**src/rtl/nibble_serializer_pkg.sv**
```systemverilog
// Shared definitions for the nibble serializer: datapath widths, FSM state
// encoding and the held-byte payload.
package nibble_serializer_pkg;

    localparam int unsigned NIBBLE_W = 4;
    localparam int unsigned BYTE_W   = 8;
    localparam int unsigned CNT_W    = 8;

    // Serializer phase: nothing held, first nibble presented, second nibble presented.
    typedef enum logic [1:0] {
        EMPTY  = 2'd0,
        FIRST  = 2'd1,
        SECOND = 2'd2
    } ser_state_t;

    // Byte captured on an input transfer.
    typedef struct packed {
        logic              last;
        logic [BYTE_W-1:0] data;
    } byte_beat_t;

endpackage

```
**src/rtl/mux_nibble.sv**
```systemverilog
// Selects one nibble of a byte.
//   byte_in  : byte to split
//   sel_hi   : 1 selects bits [7:4], 0 selects bits [3:0]
//   nibble_c : selected nibble (combinational)
module mux_nibble
    import nibble_serializer_pkg::*;
(
    input  logic [BYTE_W-1:0]   byte_in,
    input  logic                sel_hi,
    output logic [NIBBLE_W-1:0] nibble_c
);

    assign nibble_c = sel_hi ? byte_in[BYTE_W-1:NIBBLE_W] : byte_in[NIBBLE_W-1:0];

endmodule

```
**src/rtl/nibble_serializer.sv**
```systemverilog
// Byte-to-nibble serializer with ready/valid on both sides.
//   inClk, inResetn : clock, async active-low reset
//   inData, inValid, inLast, inReady   : byte input handshake
//   outData, outValid, outLast, outReady : nibble output handshake
//   outSymCnt : nibbles transferred in the current frame, saturating
// LSN_FIRST = 1 emits bits [3:0] before [7:4]; 0 emits [7:4] first.
module nibble_serializer
    import nibble_serializer_pkg::*;
#(
    parameter bit LSN_FIRST = 1'b1
) (
    input  logic                inClk,
    input  logic                inResetn,
    input  logic [BYTE_W-1:0]   inData,
    input  logic                inValid,
    input  logic                inLast,
    input  logic                outReady,
    output logic                inReady,
    output logic [NIBBLE_W-1:0] outData,
    output logic                outValid,
    output logic                outLast,
    output logic [CNT_W-1:0]    outSymCnt
);

    localparam logic [CNT_W-1:0] CNT_MAX = '1;

    ser_state_t state_q;
    ser_state_t state_d;

    byte_beat_t byte_q;
    byte_beat_t byte_d_c;

    logic                byte_xfer_c;
    logic                nib_xfer_c;
    logic                sel_hi_c;
    logic [NIBBLE_W-1:0] nibble_c;

    logic                clr_pend_q;
    logic [CNT_W-1:0]    cnt_base_c;
    logic [CNT_W-1:0]    cnt_d_c;

    // State register.
    always_ff @(posedge inClk or negedge inResetn) begin
        if (!inResetn) begin
            state_q <= EMPTY;
        end else begin
            state_q <= state_d;
        end
    end

    // Next state and input-side ready.
    always_comb begin
        state_d = state_q;
        inReady = 1'b0;
        case (state_q)
            EMPTY: begin
                inReady = 1'b1;
                if (inValid) begin
                    state_d = FIRST;
                end
            end
            FIRST: begin
                if (outReady) begin
                    state_d = SECOND;
                end
            end
            SECOND: begin
                // A new byte can only land while the second nibble leaves.
                inReady = outReady;
                if (outReady) begin
                    state_d = inValid ? FIRST : EMPTY;
                end
            end
            default: begin
                state_d = EMPTY;
            end
        endcase
    end

    assign byte_xfer_c = inValid && inReady;
    assign nib_xfer_c  = outValid && outReady;

    // Outputs are precomputed from the byte that will be held next cycle.
    assign byte_d_c = byte_xfer_c ? byte_beat_t'{last: inLast, data: inData} : byte_q;
    assign sel_hi_c = (state_d == SECOND) ? LSN_FIRST : !LSN_FIRST;

    mux_nibble u_mux_nibble (
        .byte_in  (byte_d_c.data),
        .sel_hi   (sel_hi_c),
        .nibble_c (nibble_c)
    );

    // Held byte and registered output symbol.
    always_ff @(posedge inClk or negedge inResetn) begin
        if (!inResetn) begin
            byte_q   <= '0;
            outValid <= 1'b0;
            outLast  <= 1'b0;
            outData  <= '0;
        end else begin
            if (byte_xfer_c) begin
                byte_q <= byte_d_c;
            end
            outValid <= (state_d != EMPTY);
            outLast  <= (state_d == SECOND) && byte_d_c.last;
            if (state_d != EMPTY) begin
                outData <= nibble_c;
            end
        end
    end

    // Frame symbol count; a pending clear from the previous frame's last
    // nibble is applied before this cycle's increment.
    always_comb begin
        cnt_base_c = clr_pend_q ? '0 : outSymCnt;
        cnt_d_c    = cnt_base_c;
        if (nib_xfer_c && (cnt_base_c != CNT_MAX)) begin
            cnt_d_c = cnt_base_c + CNT_W'(1);
        end
    end

    always_ff @(posedge inClk or negedge inResetn) begin
        if (!inResetn) begin
            outSymCnt  <= '0;
            clr_pend_q <= 1'b0;
        end else begin
            outSymCnt  <= cnt_d_c;
            clr_pend_q <= nib_xfer_c && outLast;
        end
    end

endmodule

```
**config.mk**
```make
export PLATFORM = sky130hd
export DESIGN_NAME = nibble_serializer
export DESIGN_NICKNAME = d
export VERILOG_FILES = /design/src/rtl/nibble_serializer_pkg.sv /design/src/rtl/mux_nibble.sv /design/src/rtl/nibble_serializer.sv
export SDC_FILE = /design/constraint.sdc
export NUM_CORES = 1
export LEC_CHECK = 0
export ABC_AREA = 1
export ABC_CLOCK_PERIOD_IN_PS = 1400
export BUFFER_PORTS_ARGS = -buffer_cell sky130_fd_sc_hd__clkbuf_2
export CORE_MARGIN = 5
export CORE_UTILIZATION = 30
export CTS_CLUSTER_SIZE = 20
export DETAILED_ROUTE_END_ITERATION = 10
export SLEW_MARGIN = 10
export SYNTH_ARGS = -nofsm -noshare
export SYNTH_HDL_FRONTEND = slang
export SYNTH_HIERARCHICAL = 1
export SYNTH_SLANG_ARGS = --single-unit
```
**constraint.sdc**
```tcl
create_clock -name inClk -period 1.4 [get_ports inClk]
set_input_delay 0.07 -clock inClk [delete_from_list [all_inputs] [get_ports inClk]]
set_output_delay 0.07 -clock inClk [all_outputs]
set_load 0.02 [all_outputs]
```
After elaboration in Yosys (flattened, before gate mapping)
Index checks and enable logic that the tools add are counted.
- add/sub/neg operators: 1
- equal/unequal tests: 4
- mux-type cells: 11
- reductions and logical operators: 7
- operators by type and width (cell ; number):
    8-bit two-way mux ; 2
    9-bit two-way mux ; 1
    8-bit by 1-bit adder with 8-bit output (second input constant) ; 1
    8-bit inequality test (second input constant) ; 1
    2-bit two-way mux ; 3
    2-bit case mux with 3 select lines ; 1
    1-bit logical AND ; 5
    2-bit equality test (second input constant) ; 2
    4-bit two-way mux ; 1
    2-bit by 1-bit equality test with 1-bit output (second input constant) ; 1
    2-bit logical NOT ; 1
    1-bit two-way mux ; 2
    1-bit case mux with 2 select lines ; 1
    2-bit nonzero test ; 1
- register bits: 26
- bits of input ports: 13
- output and inout bits: 15
- word-level logic and storage cells: 31

Longest topological paths before layout
Gate-level depths: netlist of the first run.
- word-level depth: 6
- depth in mapped cells: 11
- gate-level depth less buffers: 11

Modules after synthesis
Netlist of the first run, hierarchy kept.
- modules (own cells, without submodules) (module ; times used ; cells each ; area each (um^2) ; seq. area each (um^2)):
    nibble_serializer ; 1 ; 164 ; 1282.5 ; 650.6
    mux_nibble ; 1 ; 13 ; 48.8 ; 0.0

Worst setup path after synthesis of the first run
No wires, ideal clock.
- path type: register to register
- start: register clr_pend_q
- end: register outSymCnt[7]
- setup time: 116 ps
- data arrival time: 1429 ps
- required time: 1284 ps
- setup slack: -145 ps
- stages on the path, launching flop included: 12
- path buffers: 0
- clock period less this slack: 1545 ps
- cell sequence: dfrtp_1 -> inv_4 -> nand2_1 -> inv_1 -> ha_1 -> nand2_1 -> nor2_4 -> nand3_4 -> nand2_4 -> inv_4 -> nand2_1 -> nand2_1
- word-level cells in the longest chain between the ends: 4
- elaborated cells on any way between the ends: 5
- classes of those cells: add/sub (1); eq/ne (1); mux (2); reduce/logical (1)
- ends and longest elaborated chain (what ; line ; text):
    start, declared ; nibble_serializer.sv:38 ; logic clr_pend_q;
    start signal, assigned ; nibble_serializer.sv:128 ; clr_pend_q <= nib_xfer_c && outLast;
    8-bit two-way mux (*) ; nibble_serializer.sv:115 ; cnt_base_c = clr_pend_q ? '0 : outSymCnt;
    parallel branches: the longest is 2 deep, another holds 8-bit by 1-bit adder with 8-bit output ; - ;
    8-bit two-way mux (*) ; nibble_serializer.sv:117 ; if (nib_xfer_c && (cnt_base_c != CNT_MAX)) begin
    via cnt_d_c[7] ; nibble_serializer.sv:40 ; logic [CNT_W-1:0] cnt_d_c;
    end signal, assigned ; nibble_serializer.sv:127 ; outSymCnt <= cnt_d_c;
    end, declared ; nibble_serializer.sv:22 ; output logic [CNT_W-1:0] outSymCnt
Mark *: on every way through the listed nets, which the timed path passes.
A chain may end at the register's enable or synchronous reset.

Worst setup path after layout of the first run
- start: register clr_pend_q
- end: register outSymCnt[3]
The elaborated chain is that of the path after synthesis.

==> qor.yml, run 1 <==
setup_path:
  worstSetupStartpointType: "register"
  worstPathMaxFanout: 7
  end_kind: "register"
  cp.arrival_ns: 1.58
  crit_chain: "inv_4 > nand2_4 > inv_4 > ha_4 > nand2_4 > nor2_4 > nand3_4 > nand2_4 > inv_4 > nand2_1 > nand2_1"
  criticalPathCategory: "register to register"
  r2r_cells: 11
  r2r_setup_slack_ns: -0.009
  required_ns: 1.57
  r2r_start: "clr_pend_q"
  timing.rr.end: "outSymCnt[3]"
  slowest_delay_ns: 0.45
  cp_slowest_cell: "dfrtp_2"
clock_network:
  clock_path_buffers: 2
  cts.htree.levels: 1
  clkTransAtPathRegs_ns: 0.09
  cts_inserted_buffers: 3
  clock-root-buffer: "clkbuf_8"
  tritoncts: "yes"
  clock_latency_ns: 0.27
  clock-sinks: 26
status:
  violations: "setup timing"
  status: "complete, but fails checks"
run:
  drv_cap: 0
sta:
  relSlewSlack: 0.5551
  hold_ws_ns: 0.007444
  post-route-min-period_ns: 1.409
  hold_violations: 0
  grt_setup_unrepaired: "true"
  fmax_ghz: 0.7097
  finalCritPeriodShare: 1.006
  worst_slew_pin_slew_ns: 0.6673
  slew_viol_final: 0
  setup_violations: 6
  fin_ws_ns: -0.009059
  finClkSkew_ns: 0.004976
worst_hold_path:
  min_from: "inData[0]"
  hold_end: "byte_q[0]"
  hp-class: "input port to register"
  whs_path_depth: 3
logic_synthesis:
  synth_top_cell_by_area: "dfrtp_1"
  yosysWarnings: 6
  async_flop_share: 1.000
  synth_nets: 191
  ys_seq_area_frac: 0.4887
  yosysMostFrequentCell: "nand2_1"
  synthFlopType: "dfrtp_1"
  synth_top_area_share: 0.4887
  synth_cell_type_count: 23
  synthCells: 177
  syn_area_per_cell_um2: 7.521
  synthTopCellsByCount: "nand2_1 (85), dfrtp_1 (26), inv_1 (23), nand3_1 (10), nor2_1 (6)"
  ys_ff_latch: 26
  synthTopCellsByArea: "dfrtp_1 (49%), nand2_1 (24%), inv_1 (6.5%), nand3_1 (3.8%), o21ai_0 (1.9%)"
  syn_area_mm2: 0.001331
  synth_edf_count: 0
power_and_ir_drop:
  power_frac_clock: 0.189
  seqPwrFrac: 0.351
  leakage_nw: 1.039
  swShare: 0.3964
  combPwrFrac: 0.461
  ir_drop_v: 0.0008243
  powerDensity_mw_per_mm2: 1845
  p_sw_w: 0.001316
  power.internal_w: 0.002004
grt:
  grt_use_total: 0.1025
  grt_max_degree: 27
  globalRouteOverflowTotal: 0
  grt_antenna_before_repair: 0
  grt_pass1_vias: 1149
  grt_pass1_wl_um: 5002
place:
  dp_hpwl_um: 2147
  gp_congestion: 0.7625
  portBuffers: 27
  dp_worst_setup_slack_ns: -0.06381
cells_and_area:
  antenna_cells: 0
  nets: 238
  drive_above_1_share: 0.3049
  areaGrowthSynthToFinish_pct: 35.15
route:
  wl_per_cell_um: 10.30
  drt_iter0_markers: 44
  dr.pass1.iters: 4
  drc: 0
  finalWirelength_um: 2832
  ant_nets: 0
  vias: 1151
  via_per_inst: 4.185
floorplan:
  num_rows: 24
  io_pins: 28
  die_area_mm2: 0.005870
  die_w_um: 76.62
  dieHeight_um: 76.62
  core_mm2: 0.004324
  initial_core_util: 0.3079
[metrics by stage]
stage / total power (W) / util / cell area (um^2) / TNS, ns / std cells
floorplan: 0.002123 / - / 1358 / -0.2828 / 177
global placement: 0.002563 / 0.3747 / 1620 / -0.2104 / 264
detailed placement: 0.002585 / 0.3747 / 1620 / -0.3730 / 264
CTS: 0.003277 / 0.4048 / 1750 / -0.1517 / 274
global route: 0.003619 / 0.4161 / 1799 / -0.7323 / 275
finish: 0.003320 / 0.4161 / 1799 / -0.02381 / 275
[cell usage in the layout (no fill, tap or decap)]
cell,synthesis,final
nand3_4,1,3
a211oi_2,1,1
inv_2,2,2
buf_4,0,12
o21ai_0,5,5
nand3_1,10,9
dfrtp_1,26,24
nand2_4,2,4
xor2_1,1,1
ha_4,0,1
inv_1,23,21
dlygate4sd3_1,0,3
dfrtp_2,0,2
clkbuf_8,0,3
nand3b_1,1,1
xnor2_1,1,1
inv_4,2,4
nor3_1,1,1
buf_6,0,1
nor2_2,2,1
nand2_2,2,3
a21oi_1,1,1
nor2_1,6,5
nor2_4,1,3
clkbuf_2,0,27
bufinv_16,0,1
nand2_1,85,82
nand4_1,1,1
[routing by layer]
| metal | track usage | share of wire |
|---|---|---|
| met1 | 0.1247 | 0.46 |
| met2 | 0.1764 | 0.49 |
| met3 | 0.03310 | 0.044 |
| met4 | 0.02098 | 0.0060 |
| met5 | 0 | 0 |
[cells by family (layout without fill, tap and decap cells)]
| family | after synthesis | in the layout | share of synthesized area |
|---|---|---|---|
| AO/OA/AOI/OAI | 7 | 7 | 0.03195 |
| buffers and inverters | 28 | 74 | 0.08364 |
| adder cells (fa/ha/maj) | 1 | 1 | 0.009397 |
| XOR/XNOR | 2 | 2 | 0.01316 |
| AND/OR/NAND/NOR | 113 | 113 | 0.3731 |
| flip-flops | 26 | 26 | 0.4887 |
[what timing repair did]
action                                 CTS  global route
buffers inserted                         3             1
resized for setup                        2            10
endpoints found under the hold margin   28             0
pin swaps                                1             2
setup endpoints to repair                7            12
hold buffers                             3             0
[worst max path at each step]
stage / from / to / slack [ns] / cells past startpoint
finish: clr_pend_q / outSymCnt[3] / -0.009 / 11
global route: clr_pend_q / outSymCnt[0] / -0.11 / 11
CTS: clr_pend_q / outSymCnt[3] / -0.03 / 11
detailed placement: clr_pend_q / outSymCnt[3] / -0.06 / 9
global placement: clr_pend_q / outSymCnt[7] / -0.04 / 9
floorplan: clr_pend_q / outSymCnt[1] / -0.05 / 11
[worst max-delay path, delay by kind of cell, from the launching register on]
kind | cells | cell delay (ns)
fa+ha+maj | 1 | 0.14
buf+inv | 3 | 0.20
flops | 1 | 0.45
simple gates | 7 | 0.53
[layout make-up]
| class | instances | area [um^2] |
|---|---|---|
| clock buffers | 3 | 41.29 |
| flip-flops and latches | 26 | 653.1 |
| repair buffers | 43 | 266.5 |
| well taps | 52 | 65.06 |
| multi-input cells | 123 | 631.9 |
| inverters | 27 | 111.4 |
| clock inverters | 1 | 30.03 |
| fillers | 479 | 2525 |
[power by group through the flow]
stage	combinational, W	sequential (W)	clock [W]
global placement	0.00140	0.00117	0
floorplan	0.000813	0.00131	0
detailed placement	0.00141	0.00117	0
finish	0.00153	0.00116	0.000627
global route	0.00174	0.00119	0.000689
CTS	0.00146	0.00116	0.000654
[state kept, by name (all words and copies together) (netlist names)]
| signal | flops |
|---|---|
| outData | 4 |
| outLast | 1 |
| outValid | 1 |
| byte_q | 9 |
| outSymCnt | 8 |
| clr_pend_q | 1 |
| state_q | 2 |
Power figures use the tool's default switching activity.
==> run 2: changes to the inputs <==
--- a/config.mk
+++ b/config.mk
@@ -5,7 +5,7 @@
 export SDC_FILE = /design/constraint.sdc
 export NUM_CORES = 1
 export LEC_CHECK = 0
-export ABC_AREA = 1
+export ABC_AREA = 0
 export ABC_CLOCK_PERIOD_IN_PS = 1400
 export BUFFER_PORTS_ARGS = -buffer_cell sky130_fd_sc_hd__clkbuf_2
 export CORE_MARGIN = 5
==> run 2 against run 1 <==
Effect of this change: the run still ends with setup timing left; synthesized area decreased by 2.0%; clock skew decreased by 0.0030 ns; sequential cell count unchanged; combinational power increased by 44%; total power increased by 26%; wire length increased by 20%; critical endpoint is now outData[2]; largest power group unchanged.
==> qor.yml, run 2 <==
clock_network:
  clock-root-buffer: "clkbuf_8"
  clkTransAtPathRegs_ns: 0.09
  cts.htree.levels: 1
  clock_latency_ns: 0.27
  clock-sinks: 26
  cts_inserted_buffers: 3
  clock_path_buffers: 2
  tritoncts: "yes"
cells_and_area:
  regMostFlops: "byte_q"
  drive_above_1_share: 0.7151
  final_area_mm2: 0.002014
  layout_common_cells: "clkbuf_2 (26), mux2_2 (23), buf_4 (23)"
  fill_cells: 395
  antenna_cells: 0
  areaGrowthSynthToFinish_pct: 54.36
  mostFrequentLayoutCell: "clkbuf_2"
  nets: 187
  top_regs: "byte_q x9, outSymCnt x8, outData x4"
  largest_reg_flops: 9
  stdcell_count: 224
setup_path:
  crit_chain: "nor2b_4 > nor2_4 > nand2_4 > mux2_2 > mux2_2 > mux2_2"
  slowest_delay_ns: 0.39
  end_kind: "register"
  path_common_cell: "mux2_2"
  cp_top_family: "multiplexers"
  cp.arrival_ns: 1.84
  crit_buf_inv: 0
  cp_slowest_cell: "dfrtp_1"
  r2r_setup_slack_ns: -0.28
  required_ns: 1.56
  crit_path_start: "state_q[1]"
  worstSetupStartpointType: "register"
  r2r_start: "state_q[1]"
  criticalPathCategory: "register to register"
  worstPathMaxFanout: 6
floorplan:
  dieHeight_um: 75.96
  core_mm2: 0.004294
  die_area_mm2: 0.005769
  num_rows: 24
  initial_core_util: 0.3039
  io_pins: 28
  die_w_um: 75.96
run:
  drv_cap: 0
sta:
  fmax_ghz: 0.5945
  relSlewSlack: 0.5463
  worst_slew_pin_slew_ns: 0.6805
  setup_tns_ns: -2.634
  fin_ws_ns: -0.2820
  finClkSkew_ns: 0.001928
  slew_viol_final: 0
  grt_setup_unrepaired: "true"
  setup_violations: 16
  finalCritPeriodShare: 1.201
  hold_violations: 0
  hold_ws_ns: 0.02617
  post-route-min-period_ns: 1.682
route:
  via_per_inst: 4.844
  ant_nets: 0
  finalWirelength_um: 3391
  wl_per_cell_um: 15.14
  vias: 1085
  dr.pass1.iters: 4
  drt_iter0_markers: 42
  drc: 0
logic_synthesis:
  synth_xor_area_frac: 0.01342
  synthFlopType: "dfrtp_1"
  synthAdderAreaFrac: 0.009588
  synthTopCellsByArea: "dfrtp_1 (50%), mux2_2 (22%), a211oi_1 (1.7%), a31oi_1 (1.4%), and3_1 (1.4%)"
  synthCells: 104
  synth_top_area_share: 0.4986
  synth_cell_type_count: 34
  yosysMostFrequentCell: "dfrtp_1"
  ys_seq_area_frac: 0.4986
  async_flop_share: 1.000
  synth_top_cell_by_area: "dfrtp_1"
  synth-compound-area-share: 0.08437
  synth_top_family_by_area: "multiplexers"
  ys_ff_latch: 26
  syn_area_mm2: 0.001305
  synthTopCellsByCount: "dfrtp_1 (26), mux2_2 (25), nor2_1 (5)"
  yosysWarnings: 6
  yosys-mux-area-fraction: 0.2272
  synth_nets: 118
  yosys.area_share.simple: 0.1467
  synth_edf_count: 0
  syn_area_per_cell_um2: 12.55
power_and_ir_drop:
  ir_drop_v: 0.001118
  p_total_w: 0.004178
  powerDensity_mw_per_mm2: 2074
  leakage_nw: 0.9289
grt:
  globalRouteOverflowTotal: 0
  grt_antenna_before_repair: 0
  grt_max_degree: 27
  grt_pass1_wl_um: 5416
  met3_usage: 0.04739
  busiest_layer: "met2"
  use_met2: 0.1866
  met1_usage: 0.1302
  grt_use_total: 0.1112
  grt_pass1_vias: 1177
status:
  status: "complete, but fails checks"
  violations: "setup timing"
worst_hold_path:
  min_from: "inLast"
  hp-class: "input port to register"
place:
  dp.cells: 203
  gp_congestion: 0.8138
  placed_cell_area_mm2: 0.001667
  dp_hpwl_um: 2265
  portBuffers: 27
run 2: cell types whose count changed in the layout (fill, tap and decap cells not counted), sizes merged, moves of 9 or more:
cell   delta
nand3     -9
buf      +25
mux2     +26
nand2    -84
inv      -25
run 2: cell type report:
cell class	instances	area (um^2)	area share
Multi-Input combinational cell	75	730.7	0.3627
Clock buffer	3	41.29	0.02050
Clock inverter	1	30.03	0.01491
Sequential cell	26	658.1	0.3267
Inverter	2	7.507	0.003727
Timing Repair Buffer	65	481.7	0.2391
Tap cell	52	65.06	0.03230
run 2: per-layer routing:
metal  vias to the layer above  part of all wire
met2                        38              0.53
met3                         4             0.075
met1                       530              0.39
met5                         -                 0
li1                        513                 -
met4                         0            0.0080
run 2: what timing repair did:
item / 4_1_cts / 5_1_grt
gates resized for setup: 9 / 31
hold endpoints to repair: 26 / 0
setup buffers: 7 / 11
hold buffers: 1 / 0
cloned: 1 / 0
pin swaps: 10 / 9
endpoints found under the setup margin: 10 / 18
run 2: cells by family after synthesis:
| family | Yosys count |
|---|---|
| AND/OR/NAND/NOR | 31 |
| adder cells (fa/ha/maj) | 1 |
| buffers and inverters | 4 |
| flip-flops | 26 |
| AO/OA/AOI/OAI | 14 |
| XOR/XNOR | 2 |
| multiplexers | 26 |
run 2: path summary, 6_finish.rpt:
kind / endpoint / depth (start not counted)
min reg2reg: outLast / 1
max in group asynchronous: outSymCnt[0] / 2
min in group asynchronous: outSymCnt[3] / 2
min: byte_q[8] / 2
max: outData[2] / 6
max reg2reg: outData[2] / 6
run 2: metrics by stage:
step,util,worst slack [ns]
4_1_cts,0.4266,-0.3021
2_1_floorplan,-,-0.4387
5_1_grt,0.4691,-0.3494
3_3_place_gp,0.3881,-0.2623
3_5_place_dp,0.3881,-0.3404
6_report,0.4691,-0.2820
run 2: power by group:
part           switching (W)  leakage (nW)  internal (W)
Combinational       0.000954         0.583       0.00125
Clock               0.000243        0.0357      0.000382
Sequential          0.000256         0.310       0.00110
Total                0.00145         0.929       0.00273
==> run 3: changes to the inputs <==
--- a/config.mk
+++ b/config.mk
@@ -6,14 +6,13 @@
 export NUM_CORES = 1
 export LEC_CHECK = 0
 export ABC_AREA = 0
-export ABC_CLOCK_PERIOD_IN_PS = 1400
+export ABC_CLOCK_PERIOD_IN_PS = 1600
 export BUFFER_PORTS_ARGS = -buffer_cell sky130_fd_sc_hd__clkbuf_2
 export CORE_MARGIN = 5
 export CORE_UTILIZATION = 30
-export CTS_CLUSTER_SIZE = 20
+export CTS_CLUSTER_SIZE = 14
 export DETAILED_ROUTE_END_ITERATION = 10
 export SLEW_MARGIN = 10
 export SYNTH_ARGS = -nofsm -noshare
 export SYNTH_HDL_FRONTEND = slang
-export SYNTH_HIERARCHICAL = 1
 export SYNTH_SLANG_ARGS = --single-unit
==> constraint.sdc (replaced) <==
create_clock -name inClk -period 1.6 [get_ports inClk]
set_input_delay 0.08 -clock inClk [delete_from_list [all_inputs] [get_ports inClk]]
set_output_delay 0.08 -clock inClk [all_outputs]
set_load 0.02 [all_outputs]
==> run 3 against run 2 <==
Effect of this change: the flow now finishes without violations; worst setup slack better by 0.32 ns; combinational power down 45%; first-iteration DRC count up 45%; worst hold slack better by 0.012 ns; cell area down 20%; sequential power down 12%; clock skew down 0.00085 ns; critical path type unchanged; critical endpoint is now outSymCnt[5].
==> qor.yml, run 3 <==
route:
  wl_met1_um: 1204
  wl_per_cell_um: 14.95
  via_per_inst: 5.108
  wl_met2_um: 1478
  ant_nets: 0
  finalWirelength_um: 2901
  vias: 991
  topRoutingLayerUsed: "met4"
  met3RoutedLength_um: 208
  drt_iter0_markers: 61
  dr.pass1.iters: 4
  drc: 0
sta:
  setup_tns_ns: 0
  slew_viol_final: 0
  setup_violations: 0
  finClkSkew_ns: 0.001074
  hold_violations: 0
  finalCritPeriodShare: 0.9769
  relSlewSlack: 0.5615
  post-route-min-period_ns: 1.563
  fmax_ghz: 0.6398
  worst_slew_pin_slew_ns: 0.6578
logic_synthesis:
  synthCells: 107
  synth_edf_count: 0
  synth_cell_type_count: 34
  syn_area_mm2: 0.001260
  ys_ff_latch: 26
  yosys-mux-area-fraction: 0.1162
  yosys.area_share.simple: 0.1807
  async_flop_share: 1.000
  synth_nets: 121
  synth_top_area_share: 0.5164
  ys_seq_area_frac: 0.5164
  syn_area_per_cell_um2: 11.78
  synthFlopType: "dfrtp_1"
  yosysWarnings: 0
  synth-compound-area-share: 0.1410
  synth_top_family_by_area: "simple AND/OR/NAND/NOR gates"
  synth_xor_area_frac: 0.006951
  synthTopCellsByCount: "dfrtp_1 (26), mux2_2 (12), nand2_1 (5)"
  yosysMostFrequentCell: "dfrtp_1"
  synth_top_cell_by_area: "dfrtp_1"
  synthTopCellsByArea: "dfrtp_1 (52%), mux2_2 (11%), a32oi_1 (2.8%), o211ai_1 (2.4%), a2111oi_4 (2.2%)"
  synthAdderAreaFrac: 0.009930
setup_path:
  worstSetupStartpointType: "register"
  cp.arrival_ns: 1.72
  end_kind: "register"
  worstPathMaxFanout: 6
  required_ns: 1.76
  criticalPathCategory: "register to register"
place:
  dp_hpwl_um: 2181
  portBuffers: 27
  dp.cells: 188
  placed_cell_area_mm2: 0.001493
  gp_congestion: 0.7354
status:
  status: "complete, no violations"
worst_hold_path:
  hp-class: "input port to register"
cells_and_area:
  final_area_mm2: 0.001609
  stdcell_count: 194
  top_regs: "byte_q x9, outSymCnt x8, outData x4"
  mostFrequentLayoutCell: "clkbuf_2"
  fin_util: 0.3994
  drive_above_1_share: 0.4236
  regMostFlops: "byte_q"
  layout_common_cells: "clkbuf_2 (27), dfrtp_1 (25), mux2_2 (12)"
  largest_reg_flops: 9
  antenna_cells: 0
  nets: 159
  areaGrowthSynthToFinish_pct: 27.71
clock_network:
  cts.htree.levels: 1
  tritoncts: "yes"
  clock_latency_ns: 0.27
  clock_path_buffers: 2
  clock-root-buffer: "clkbuf_8"
  cts_inserted_buffers: 3
  clkTransAtPathRegs_ns: 0.09
  clock-sinks: 26
grt:
  grt_antenna_before_repair: 0
  grt_pass1_wl_um: 4871
  globalRouteOverflowTotal: 0
  grt_use_total: 0.1129
  grt_max_degree: 27
  grt_pass1_vias: 1110
floorplan:
  initial_core_util: 0.3127
  core_mm2: 0.004029
  dieHeight_um: 74.81
  die_area_mm2: 0.005596
  die_w_um: 74.81
  num_rows: 23
  io_pins: 28
power_and_ir_drop:
  leakage_nw: 0.7445
  powerDensity_mw_per_mm2: 1828
  p_total_w: 0.002941
  ir_drop_v: 0.0008301
run:
  drv_cap: 0
==> run 3: cell types whose count changed in the layout (fill, tap and decap cells not counted), moves of 3 or more <==
cell | previous run | this run
buf_6 | 15 | 0
dfrtp_1 | 20 | 25
buf_4 | 23 | 8
dfrtp_2 | 6 | 1
o211ai_1 | 0 | 4
nor2b_1 | 0 | 3
nand2_1 | 2 | 5
a32oi_1 | 0 | 4
mux2_2 | 23 | 12
==> run 3: worst max-delay path: stages, from the launching register on <==
cell       delay [ns]
dfrtp_2          0.42
and2b_1          0.20
ha_4             0.20
a2111oi_4        0.31
mux2_4           0.32
==> run 3: power breakdown <==
group	switching, W	internal, W	leakage, nW
clock network	0.000205	0.000334	0.0357
registers	0.000248	0.000940	0.318
logic	0.000646	0.000567	0.391
==> run 3: metrics by stage <==
stage	hold WS [ns]	setup slack [ns]
after global placement	0.1290	0.06326
after detailed placement	0.1398	0.007132
after CTS	0.03037	0.009724
after floorplan	-0.2156	0.01914
final	0.03848	0.03702
after global routing	0.02914	-0.003797
==> run 3: final cells by class <==
class                           count  area, um^2
Fill cell                         410        2420
Sequential cell                    26       651.9
Multi-Input combinational cell     74       603.1
Timing Repair Buffer               36       205.2
Tap cell                           50       62.56
Clock buffer                        3       41.29
Clock inverter                      1       30.03
Inverter                            4       15.01
==> run 3: logic make-up after synthesis <==
kind of cell | after synthesis
mux | 13
buf+inv | 7
fa+ha+maj | 1
xor+xnor | 1
flops | 26
compound gates | 22
simple gates | 37
==> run 3: repair_timing <==
action                     in CTS  in global routing
gates resized for setup         1                  4
cloned                          0                  0
hold buffers                    1                  0
hold endpoints to repair       26                  0
buffers inserted                0                  1
pin swaps                       0                  0
setup endpoints to repair       1                  5
==> run 3: layer usage <==
layer	up-vias	global-route usage
li1	476	-
met1	483	0.1244
met2	30	0.2049
met3	2	0.04406
met4	0	0.02569
met5	-	0
==> run 3: final timing paths <==
kind,start,end,slack (ns),depth (start not counted)
min in group asynchronous,inResetn,outSymCnt[1],0.37,2
min reg2reg,byte_q[8],outLast,0.48,1
min,inData[7],byte_q[7],0.04,2
max reg2reg,outSymCnt[1],outSymCnt[5],0.04,4
max,outSymCnt[1],outSymCnt[5],0.04,4
max in group asynchronous,inResetn,outSymCnt[1],0.78,2
